===== config.mk =====
export PLATFORM = sky130hd
export DESIGN_NAME = pc_sequencer_flat
export DESIGN_NICKNAME = d
export VERILOG_FILES = /design/src/rtl/pc_seq_pkg.sv /design/src/rtl/pc_sequencer_if.sv /design/src/rtl/pc_sequencer_target_calc.sv /design/src/rtl/pc_sequencer.sv /design/src/flat_wrapper.sv
export SDC_FILE = /design/constraint.sdc
export NUM_CORES = 1
export LEC_CHECK = 0
export CAP_MARGIN = 15
export CELL_PAD_IN_SITES_DETAIL_PLACEMENT = 1
export CELL_PAD_IN_SITES_GLOBAL_PLACEMENT = 2
export CORE_MARGIN = 5
export CORE_UTILIZATION = 27
export CTS_CLUSTER_DIAMETER = 120
export DETAILED_ROUTE_END_ITERATION = 10
export MAX_ROUTING_LAYER = met4
export PLACE_DENSITY = 0.8
export REMOVE_ABC_BUFFERS = 1
export SYNTH_ARGS = -nofsm -noshare
export SYNTH_HDL_FRONTEND = slang
export SYNTH_HIERARCHICAL = 1
export SYNTH_SLANG_ARGS = --single-unit
export TNS_END_PERCENT = 1

===== constraint.sdc =====
create_clock -name clk_i -period 5.1 [get_ports clk_i]
set_input_delay 0.51 -clock clk_i [delete_from_list [all_inputs] [get_ports clk_i]]
set_output_delay 0.51 -clock clk_i [all_outputs]
set_load 0.1 [all_outputs]

===== src/rtl/pc_seq_pkg.sv =====
// pc_seq_pkg: shared types and constants for the PC sequencer.
//   state_e  : sequencer FSM states (BOOT, RUN, FLUSH)
//   redir_e  : kind of redirect selected in a cycle (NONE, BR, J, JR)
//   INST_BYTES : fetch stride in bytes
//   redir_kind() : resolves simultaneous redirect requests by priority
package pc_seq_pkg;

    typedef enum logic [1:0] {BOOT, RUN, FLUSH} state_e;

    typedef enum logic [1:0] {NONE, BR, J, JR} redir_e;

    localparam int unsigned INST_BYTES = 4;

    // Priority jr > jump > taken branch; several asserted at once is legal.
    function automatic redir_e redir_kind(input logic jr, input logic jump,
                                          input logic br_taken);
        if (jr)            return JR;
        else if (jump)     return J;
        else if (br_taken) return BR;
        else               return NONE;
    endfunction

endpackage


===== src/rtl/pc_sequencer_if.sv =====
// pc_sequencer_if: bundle between decode/ALU control and the PC sequencer.
//   master : decode side, drives stall/redirect requests, reads fetch address
//   slave  : pc_sequencer, reads requests, drives pc_o/pc_plus4_o/inst_valid_o/flush_o
interface pc_sequencer_if #(
    parameter int ADDR_W = 32
);
    logic              stall_i;
    logic              branch_i;
    logic              cond_i;
    logic [15:0]       imm_i;
    logic              jump_i;
    logic [25:0]       jaddr_i;
    logic              jr_i;
    logic [ADDR_W-1:0] rs_data_i;
    logic [ADDR_W-1:0] pc_o;
    logic [ADDR_W-1:0] pc_plus4_o;
    logic              inst_valid_o;
    logic              flush_o;

    modport master (
        output stall_i, branch_i, cond_i, imm_i, jump_i, jaddr_i, jr_i, rs_data_i,
        input  pc_o, pc_plus4_o, inst_valid_o, flush_o
    );

    modport slave (
        input  stall_i, branch_i, cond_i, imm_i, jump_i, jaddr_i, jr_i, rs_data_i,
        output pc_o, pc_plus4_o, inst_valid_o, flush_o
    );
endinterface


===== src/rtl/pc_sequencer_target_calc.sv =====
// pc_target_calc: combinational candidate-address generator.
//   pc        in  : current fetch address
//   imm       in  : signed branch offset in words
//   jaddr     in  : jump word index
//   rs_data   in  : register jump target
//   pc_plus4  out : sequential address (modulo 2^ADDR_W)
//   br_target out : pc+4 + (sext(imm) << 2)
//   j_target  out : {pc_plus4[ADDR_W-1:28], jaddr, 2'b00}
//   jr_target out : rs_data with the two low bits cleared
module pc_target_calc
    import pc_seq_pkg::*;
#(
    parameter int ADDR_W = 32
) (
    input  logic [ADDR_W-1:0] pc,
    input  logic [15:0]       imm,
    input  logic [25:0]       jaddr,
    input  logic [ADDR_W-1:0] rs_data,
    output logic [ADDR_W-1:0] pc_plus4,
    output logic [ADDR_W-1:0] br_target,
    output logic [ADDR_W-1:0] j_target,
    output logic [ADDR_W-1:0] jr_target
);
    // Region bits above the 256 MB jump window come from pc+4.
    localparam logic [ADDR_W-1:0] REGION_MASK = ~ADDR_W'(28'hFFF_FFFF);

    logic [ADDR_W-1:0] br_offset;

    assign pc_plus4  = pc + ADDR_W'(INST_BYTES);
    assign br_offset = {{(ADDR_W-18){imm[15]}}, imm, 2'b00};
    assign br_target = pc_plus4 + br_offset;
    assign j_target  = (pc_plus4 & REGION_MASK) | ADDR_W'({jaddr, 2'b00});
    assign jr_target = {rs_data[ADDR_W-1:2], 2'b00};
endmodule


===== src/rtl/pc_sequencer.sv =====
// pc_sequencer: program counter and next-fetch-address control.
//   clk_i : clock, rising edge
//   rst_i : asynchronous reset, active low
//   bus   : pc_sequencer_if.slave (stall/redirect requests in; pc_o,
//           pc_plus4_o, inst_valid_o, flush_o out)
// After a taken redirect the FSM spends FLUSH_CYCLES bubble cycles in FLUSH
// (inst_valid_o=0, flush_o=1 in the first one) while the PC keeps stepping.
// Build option: define PC_SEQ_DELAY_SLOT_EN to replace the flush with a
// one-instruction delay slot backed by a pending-target register.
module pc_sequencer
    import pc_seq_pkg::*;
#(
    parameter int                ADDR_W       = 32,
    parameter logic [ADDR_W-1:0] RESET_PC     = '0,
    parameter int                FLUSH_CYCLES = 1
) (
    input  logic             clk_i,
    input  logic             rst_i,
    pc_sequencer_if.slave    bus
);
    state_e            state;
    logic [ADDR_W-1:0] pc_q;
    logic [1:0]        bubble_cnt;
    logic              valid_q;
    logic              flush_q;

    logic [ADDR_W-1:0] pc_plus4;
    logic [ADDR_W-1:0] br_target;
    logic [ADDR_W-1:0] j_target;
    logic [ADDR_W-1:0] jr_target;
    logic [ADDR_W-1:0] target;
    redir_e            kind;

    pc_target_calc #(.ADDR_W(ADDR_W)) u_calc (
        .pc        (pc_q),
        .imm       (bus.imm_i),
        .jaddr     (bus.jaddr_i),
        .rs_data   (bus.rs_data_i),
        .pc_plus4  (pc_plus4),
        .br_target (br_target),
        .j_target  (j_target),
        .jr_target (jr_target)
    );

    assign kind = redir_kind(bus.jr_i, bus.jump_i, bus.branch_i & bus.cond_i);

    // NOTE: default assignment first so every path drives target and no latch is inferred.
    always_comb begin
        target = pc_plus4;
        unique case (kind)
            JR:      target = jr_target;
            J:       target = j_target;
            BR:      target = br_target;
            default: target = pc_plus4;
        endcase
    end

`ifdef PC_SEQ_DELAY_SLOT_EN
    logic [ADDR_W-1:0] pend_target;
    logic              pend_valid;
`endif

    // NOTE: sequential state uses non-blocking assignments so every register samples pre-edge values.
    always_ff @(posedge clk_i or negedge rst_i) begin
        if (!rst_i) begin
            state      <= BOOT;
            pc_q       <= RESET_PC;
            bubble_cnt <= '0;
            valid_q    <= 1'b0;
            flush_q    <= 1'b0;
`ifdef PC_SEQ_DELAY_SLOT_EN
            pend_target <= '0;
            pend_valid  <= 1'b0;
`endif
        end else if (!bus.stall_i) begin
            unique case (state)
                BOOT: begin
                    state   <= RUN;
                    valid_q <= 1'b1;
                end
                RUN: begin
`ifdef PC_SEQ_DELAY_SLOT_EN
                    // The delay-slot cycle consumes the pending target and
                    // ignores any new redirect.
                    if (pend_valid) begin
                        pc_q       <= pend_target;
                        pend_valid <= 1'b0;
                    end else if (kind != NONE) begin
                        pc_q        <= pc_plus4;
                        pend_target <= target;
                        pend_valid  <= 1'b1;
                    end else begin
                        pc_q <= pc_plus4;
                    end
`else
                    if (kind != NONE) begin
                        pc_q       <= target;
                        state      <= FLUSH;
                        flush_q    <= 1'b1;
                        valid_q    <= 1'b0;
                        bubble_cnt <= 2'(FLUSH_CYCLES - 1);
                    end else begin
                        pc_q <= pc_plus4;
                    end
`endif
                end
                FLUSH: begin
                    pc_q    <= pc_plus4;
                    flush_q <= 1'b0;
                    if (bubble_cnt == '0) begin
                        state   <= RUN;
                        valid_q <= 1'b1;
                    end else begin
                        bubble_cnt <= bubble_cnt - 2'd1;
                    end
                end
                default: state <= BOOT;
            endcase
        end
    end

    assign bus.pc_o         = pc_q;
    assign bus.pc_plus4_o   = pc_plus4;
    assign bus.inst_valid_o = valid_q;
    assign bus.flush_o      = flush_q;
endmodule


===== src/flat_wrapper.sv =====
// flat-port wrapper written by rule: the top's interface ports become plain ports
module pc_sequencer_flat import pc_seq_pkg::*;
#(
    parameter int                ADDR_W       = 32,
    parameter logic [ADDR_W-1:0] RESET_PC     = '0,
    parameter int                FLUSH_CYCLES = 1
)
  (clk_i, rst_i, bus_stall_i, bus_branch_i, bus_cond_i, bus_imm_i, bus_jump_i, bus_jaddr_i, bus_jr_i, bus_rs_data_i, bus_pc_o, bus_pc_plus4_o, bus_inst_valid_o, bus_flush_o);
  pc_sequencer_if #(.ADDR_W(ADDR_W)) bus_i ();
  input  logic clk_i;
  input  logic rst_i;
  input wire logic [$bits(bus_i.stall_i)-1:0] bus_stall_i;
  input wire logic [$bits(bus_i.branch_i)-1:0] bus_branch_i;
  input wire logic [$bits(bus_i.cond_i)-1:0] bus_cond_i;
  input wire logic [$bits(bus_i.imm_i)-1:0] bus_imm_i;
  input wire logic [$bits(bus_i.jump_i)-1:0] bus_jump_i;
  input wire logic [$bits(bus_i.jaddr_i)-1:0] bus_jaddr_i;
  input wire logic [$bits(bus_i.jr_i)-1:0] bus_jr_i;
  input wire logic [$bits(bus_i.rs_data_i)-1:0] bus_rs_data_i;
  output wire logic [$bits(bus_i.pc_o)-1:0] bus_pc_o;
  output wire logic [$bits(bus_i.pc_plus4_o)-1:0] bus_pc_plus4_o;
  output wire logic [$bits(bus_i.inst_valid_o)-1:0] bus_inst_valid_o;
  output wire logic [$bits(bus_i.flush_o)-1:0] bus_flush_o;
  assign bus_i.stall_i = bus_stall_i;
  assign bus_i.branch_i = bus_branch_i;
  assign bus_i.cond_i = bus_cond_i;
  assign bus_i.imm_i = bus_imm_i;
  assign bus_i.jump_i = bus_jump_i;
  assign bus_i.jaddr_i = bus_jaddr_i;
  assign bus_i.jr_i = bus_jr_i;
  assign bus_i.rs_data_i = bus_rs_data_i;
  assign bus_pc_o = bus_i.pc_o;
  assign bus_pc_plus4_o = bus_i.pc_plus4_o;
  assign bus_inst_valid_o = bus_i.inst_valid_o;
  assign bus_flush_o = bus_i.flush_o;
  pc_sequencer #(.ADDR_W(ADDR_W), .RESET_PC(RESET_PC), .FLUSH_CYCLES(FLUSH_CYCLES)) u_core (.clk_i(clk_i), .rst_i(rst_i), .bus(bus_i));
endmodule

== Yosys cells after proc, flatten, opt, wreduce, memory -nomap -nowiden ==
Index checks and enable logic that the tools add are counted.
Widths: inputs -> output; s select.
Word-level totals
  register bits after elaboration: 38
  input port bits: 81
  output and inout port bits: 66
  word-level logic and storage cells: 46
Cells by class
  $add $sub $neg: 3
  equal/unequal tests: 8
  muxes and demuxes: 17
  bitwise gates (word level): 3
  reduce and logical (&&, ||, !) cells: 10
Operators by type and width (number)
  $pmux 32 s3: 1
  $pmux 32 s2: 1
  $add 32x3->32 const B: 1
  $add 32x32->32: 1
  $mux 32: 1
  $or 32x28->32: 1
  $mux 2: 6
  $reduce_and 4->1: 2
  $eq 2x2->1 const B: 3
  $pmux 2 s3: 1
  $reduce_and 3->1: 2
  $eq 2x1->1 const B: 2
  $logic_not 2->1: 2
  $mux 1: 4
  $ne 2x1->1 const B: 2
  $pmux 2 s2: 1
  $reduce_bool 2->1: 2
  $pmux 1 s3: 1
  $reduce_bool 3->1: 1
  $ne 2x2->1 const B: 1
  $pmux 1 s2: 1
  $reduce_and 2->1: 1
  $sub 2x1->2 const B: 1
  $and 1x1->1: 1
  $not 1->1: 1

== Logic depth before layout (Yosys ltp) ==
  word-level depth: 8
  gate-level depth with buffers: 17
  mapped depth without buffers: 16

== Cells and area by module ==
Netlist, hierarchy kept.
By module, submodules not included
  pc_target_calc: times used 1, cells an instance 384, area an instance 2726.4 um^2, seq. area each 0.0 um^2
  pc_sequencer: times used 1, cells an instance 255, area an instance 2296.0 um^2, seq. area each 950.9 um^2

== Worst setup path before layout ==
No wires, ideal clock.
  path type: register -> register
  start: register u_core.pc_q[5], in the netlist u_core/bus.pc_o[5]
  end: register u_core.pc_q[29], in the netlist u_core/bus.pc_o[29]
  library setup time: 0.125 ns
  arrival time: 5.943 ns
  data required time: 4.975 ns
  setup slack: -0.968 ns
  cell stages (with the launch flop): 15
  path buffers: 0
  clock period less this slack: 6.068 ns
  cell sequence: dfrtp_1 > nand4_1 > or3_1 > nor3_1 > nand3_1 > xnor2_1 > ha_1 > nand2_1 > or4_1 > o31ai_2 > a2111oi_2 > a211o_1 > a222oi_1 > and2_1 > o21ai_1
On the way
  cells in the longest elaborated chain, start to end: 5
  elaborated cells between the ends (all ways): 6
  those cells by class: 2 x add/sub; 3 x mux; 1 x bitwise
RTL lines
  start: declaration: RTL line pc_sequencer.sv:22  | logic [ADDR_W-1:0] pc_q;
  start signal: assignment: RTL line pc_sequencer.sv:97  | pc_q <= target;
  start signal: assignment: RTL line pc_sequencer.sv:103  | pc_q <= pc_plus4;
  start signal: assignment: RTL line pc_sequencer.sv:108  | pc_q <= pc_plus4;
  $add 32x3->32: RTL line pc_sequencer_target_calc.sv:29  | assign pc_plus4 = pc + ADDR_W'(INST_BYTES);
  named net bus_pc_plus4_o[19]: RTL line flat_wrapper.sv:21  | output wire logic [$bits(bus_i.pc_plus4_o)-1:0] bus_pc_plus4_o;
  $add 32x32->32: RTL line pc_sequencer_target_calc.sv:31  | assign br_target = pc_plus4 + br_offset;
  named net u_core.br_target[29]: RTL line pc_sequencer.sv:28  | logic [ADDR_W-1:0] br_target;
  $pmux 32 s3: RTL line pc_sequencer.sv:50  | unique case (kind)
  $mux 32: RTL line pc_sequencer.sv:96  | if (kind != NONE) begin
  $pmux 32 s2: RTL line pc_sequencer.sv:76  | unique case (state)
The timed path passes the listed nets, and every way through them passes these cells.
A chain may end at the register's enable or synchronous reset.

== Final worst setup path ==
  start: register u_core.pc_q[4], in the netlist u_core/bus.pc_o[4]
  end: register u_core.pc_q[29], in the netlist u_core/bus.pc_o[29]
On the way
  cells in the longest elaborated chain, start to end: 5
  elaborated cells between the ends (all ways): 6
  those cells by class: 2 x add/sub; 3 x mux; 1 x bitwise
RTL lines (RTL line)
  $add 32x3->32: pc_sequencer_target_calc.sv:29
  $add 32x32->32: pc_sequencer_target_calc.sv:31
  named net u_core.br_target[29]: pc_sequencer.sv:28
  $pmux 32 s3: pc_sequencer.sv:50
  $mux 32: pc_sequencer.sv:96
  $pmux 32 s2: pc_sequencer.sv:76
The timed path passes the listed nets, and every way through them passes these cells.

==> run summary <==
Final period util = 89.6%
outcome = finished, final reports clean
synth top area cells = dfrtp_1, buf_4, ha_1
Worst Reg2Reg Path Length in Cells = 14
Final setup violation count = 0
Netlist cell types = 65
io pins = 147
Post-synth ARST share = 100%
Std-Cell Rows = 49
MaxCap Viol Count = 0
worst-path fanout max = 7
clk buf depth = 2
diode count = 0
Post-DRT Antenna Nets = 0
hold-fix buffers at CTS = 0
Total GRT Usage = 18.0%
largest net degree at the start of global routing = 39
Setup Skew = 0.00613 ns
FF+latch count, synth = 38
height of the die = 146 um
R2R Setup Slk = 0.53 ns
CTS tree = built
Ys Warns = 6
dominant cell type by area after synthesis = dfrtp_1
setup TNS = 0 ns
setup slack after layout = 0.533 ns
total CTS buffers = 5
Post-synth EDFFs = 0
Reg clk slew, reported paths = 0.07 ns
routability cong. = 0.881
area grow syn2layout = 26.0%
dpl ws = 0.518 ns
Critical Path Source Type = flip-flop
die width = 146 um
data required time of the worst path = 5.28 ns
fin crit period = 4.57 ns
first-pass GRT wire length = 30.1 mm
hpwl dp = 14.9 mm
mean post-synth cell area = 7.86 um2
Placed Area = 0.00616 mm2
core area = 0.0181 mm2
fin nets = 825
H-tree levels = 2
setup bufs post-CTS = 0
synthesized area = 0.00502 mm2
crit path DAT = 4.75 ns
RSZ-0062 raised after global routing = no
count leader, synth = buf_4
HP Class = input port to asynchronous set/reset pin
Max Slew Vio Count = 0
reg2reg end = u_core/bus.pc_o[29]
vias in the first global route = 5475
initial DRC count = 394
DR DRC count = 0
register area share after synthesis = 18.9%
Final Hold Fails = 0
Design Area, Final = 0.00633 mm2
Clock Root Buffer = clkbuf_16
# port buffers = 144
ys flop type = dfrtp_1
launch point of the worst reg-to-reg path = u_core/bus.pc_o[4]
Post-Synthesis Cells = 639
clock sink count = 38
Detailed Routing Iterations Pass 1 = 6
DRT Wirelength = 19.0 mm
fraction of layout cells with a size suffix above 1 = 5.81%
via count = 5009
synth cell count leaders = buf_4, nand2_1, o21ai_0
initial antenna violation count = 0
post-placement cell count = 927
CP Class = flip-flop to flip-flop
gr ovfl total = 0
Skew-Pair Late Insertion Delay = 0.30 ns
Post-Layout Cell Count = 935
Die ar. = 0.0214 mm2
top cell type's share of synthesized area = 18.9%
drt wl/cell = 20.3 um
DR vias/cell = 5.36
Resize count post-CTS = 0
max_slew headroom = 32.2%
initial core utilization = 27.7%
Slew @ Worst Pin = 1.01 ns
Crit. End Element = flip-flop
maximum achievable frequency = 0.219 GHz
worst max-delay path: stages (launching register included):
cell       delay (ns)
dfrtp_1          0.48
nand4_1          0.23
nor2_1           0.38
and2_0           0.52
nand4_1          0.19
xnor2_1          0.21
ha_1             0.38
nand2_1          0.13
or4_1            0.57
o31ai_2          0.45
a2111oi_2        0.10
a211o_1          0.27
a222oi_1         0.30
and2_1           0.17
o21ai_1          0.07
logic make-up after synthesis:
| kind of cell | synth area share [%] |
|---|---|
| compound gates | 27.3 |
| simple gates | 20.4 |
| buf+inv | 14.0 |
| xor+xnor | 9.07 |
| fa+ha+maj | 9.87 |
| flops | 18.9 |
| mux | 0.424 |
| other cells | 0.0747 |
state kept, by name, summed over array words and instances, names as in the netlist:
| register | flops |
|---|---|
| u_core/bus.pc_o | 32 |
| u_core/bubble_cnt | 2 |
| u_core/state | 2 |
| u_core/bus.flush_o | 1 |
| u_core/bus.inst_valid_o | 1 |
layout by cell type, fill, tap and decap left out, drive strengths merged, types with 2 or more instances in the layout:
master,netlist,routed
clkdlybuf4s50,0,140
o21ai,87,87
nand2,65,65
ha,38,38
dfrtp,38,38
xnor2,37,37
and2,35,35
a222oi,32,32
a21oi,32,32
nor2,31,31
xor2,15,15
nand3,14,14
inv,13,13
nand4,12,12
buf,80,11
a21o,11,11
and3,9,9
nor2b,7,7
nor3,7,7
clkbuf,15,5
o21bai,5,5
o31ai,5,5
nand2b,4,4
or3,4,4
conb,1,4
a211oi,4,4
o21a,3,3
nor3b,3,3
a41oi,3,3
a21boi,3,3
clkinvlp,0,2
a211o,2,2
and4,2,2
a2bb2oi,2,2
a2111oi,2,2
per-layer routing:
metal / wire [um] / global-route usage, % / vias to the layer above
li1: - / - / 2392
met1: 8720 / 23.0 / 2466
met2: 9150 / 30.1 / 132
met3: 930 / 3.32 / 19
met4: 208 / 3.25 / 0
met5: 0 / - / -
worst max-delay path by stage:
| stage | cells past startpoint | from | to |
|---|---|---|---|
| final | 14 | u_core/bus.pc_o[4] | u_core/bus.pc_o[29] |
| after global placement | 14 | u_core/bus.pc_o[4] | u_core/bus.pc_o[29] |
| after detailed placement | 14 | u_core/bus.pc_o[4] | u_core/bus.pc_o[29] |
| after floorplan | 14 | u_core/bus.pc_o[5] | u_core/bus.pc_o[29] |
| after global routing | 14 | u_core/bus.pc_o[4] | u_core/bus.pc_o[29] |
| after CTS | 14 | u_core/bus.pc_o[4] | u_core/bus.pc_o[29] |
layout make-up:
class,instances,area [um2]
Clock buffer,5,125
Fill cell,2181,11800
Sequential cell,38,951
Multi-Input combinational cell,496,3390
Inverter,13,48.8
Tap cell,229,287
Timing Repair Buffer,151,1480
Clock inverter,3,45.0
stage by stage:
| stage | util, % | hold WS [ns] |
|---|---|---|
| after floorplan | - | 0.214 |
| after global placement | 33.9 | 0.482 |
| after detailed placement | 33.9 | 0.500 |
| after CTS | 34.9 | 0.395 |
| after global routing | 34.9 | 0.439 |
| final | 34.9 | 0.369 |
Power is not shown: default switching activity piles up to over one toggle a cycle in this logic, so the estimate is an artifact.
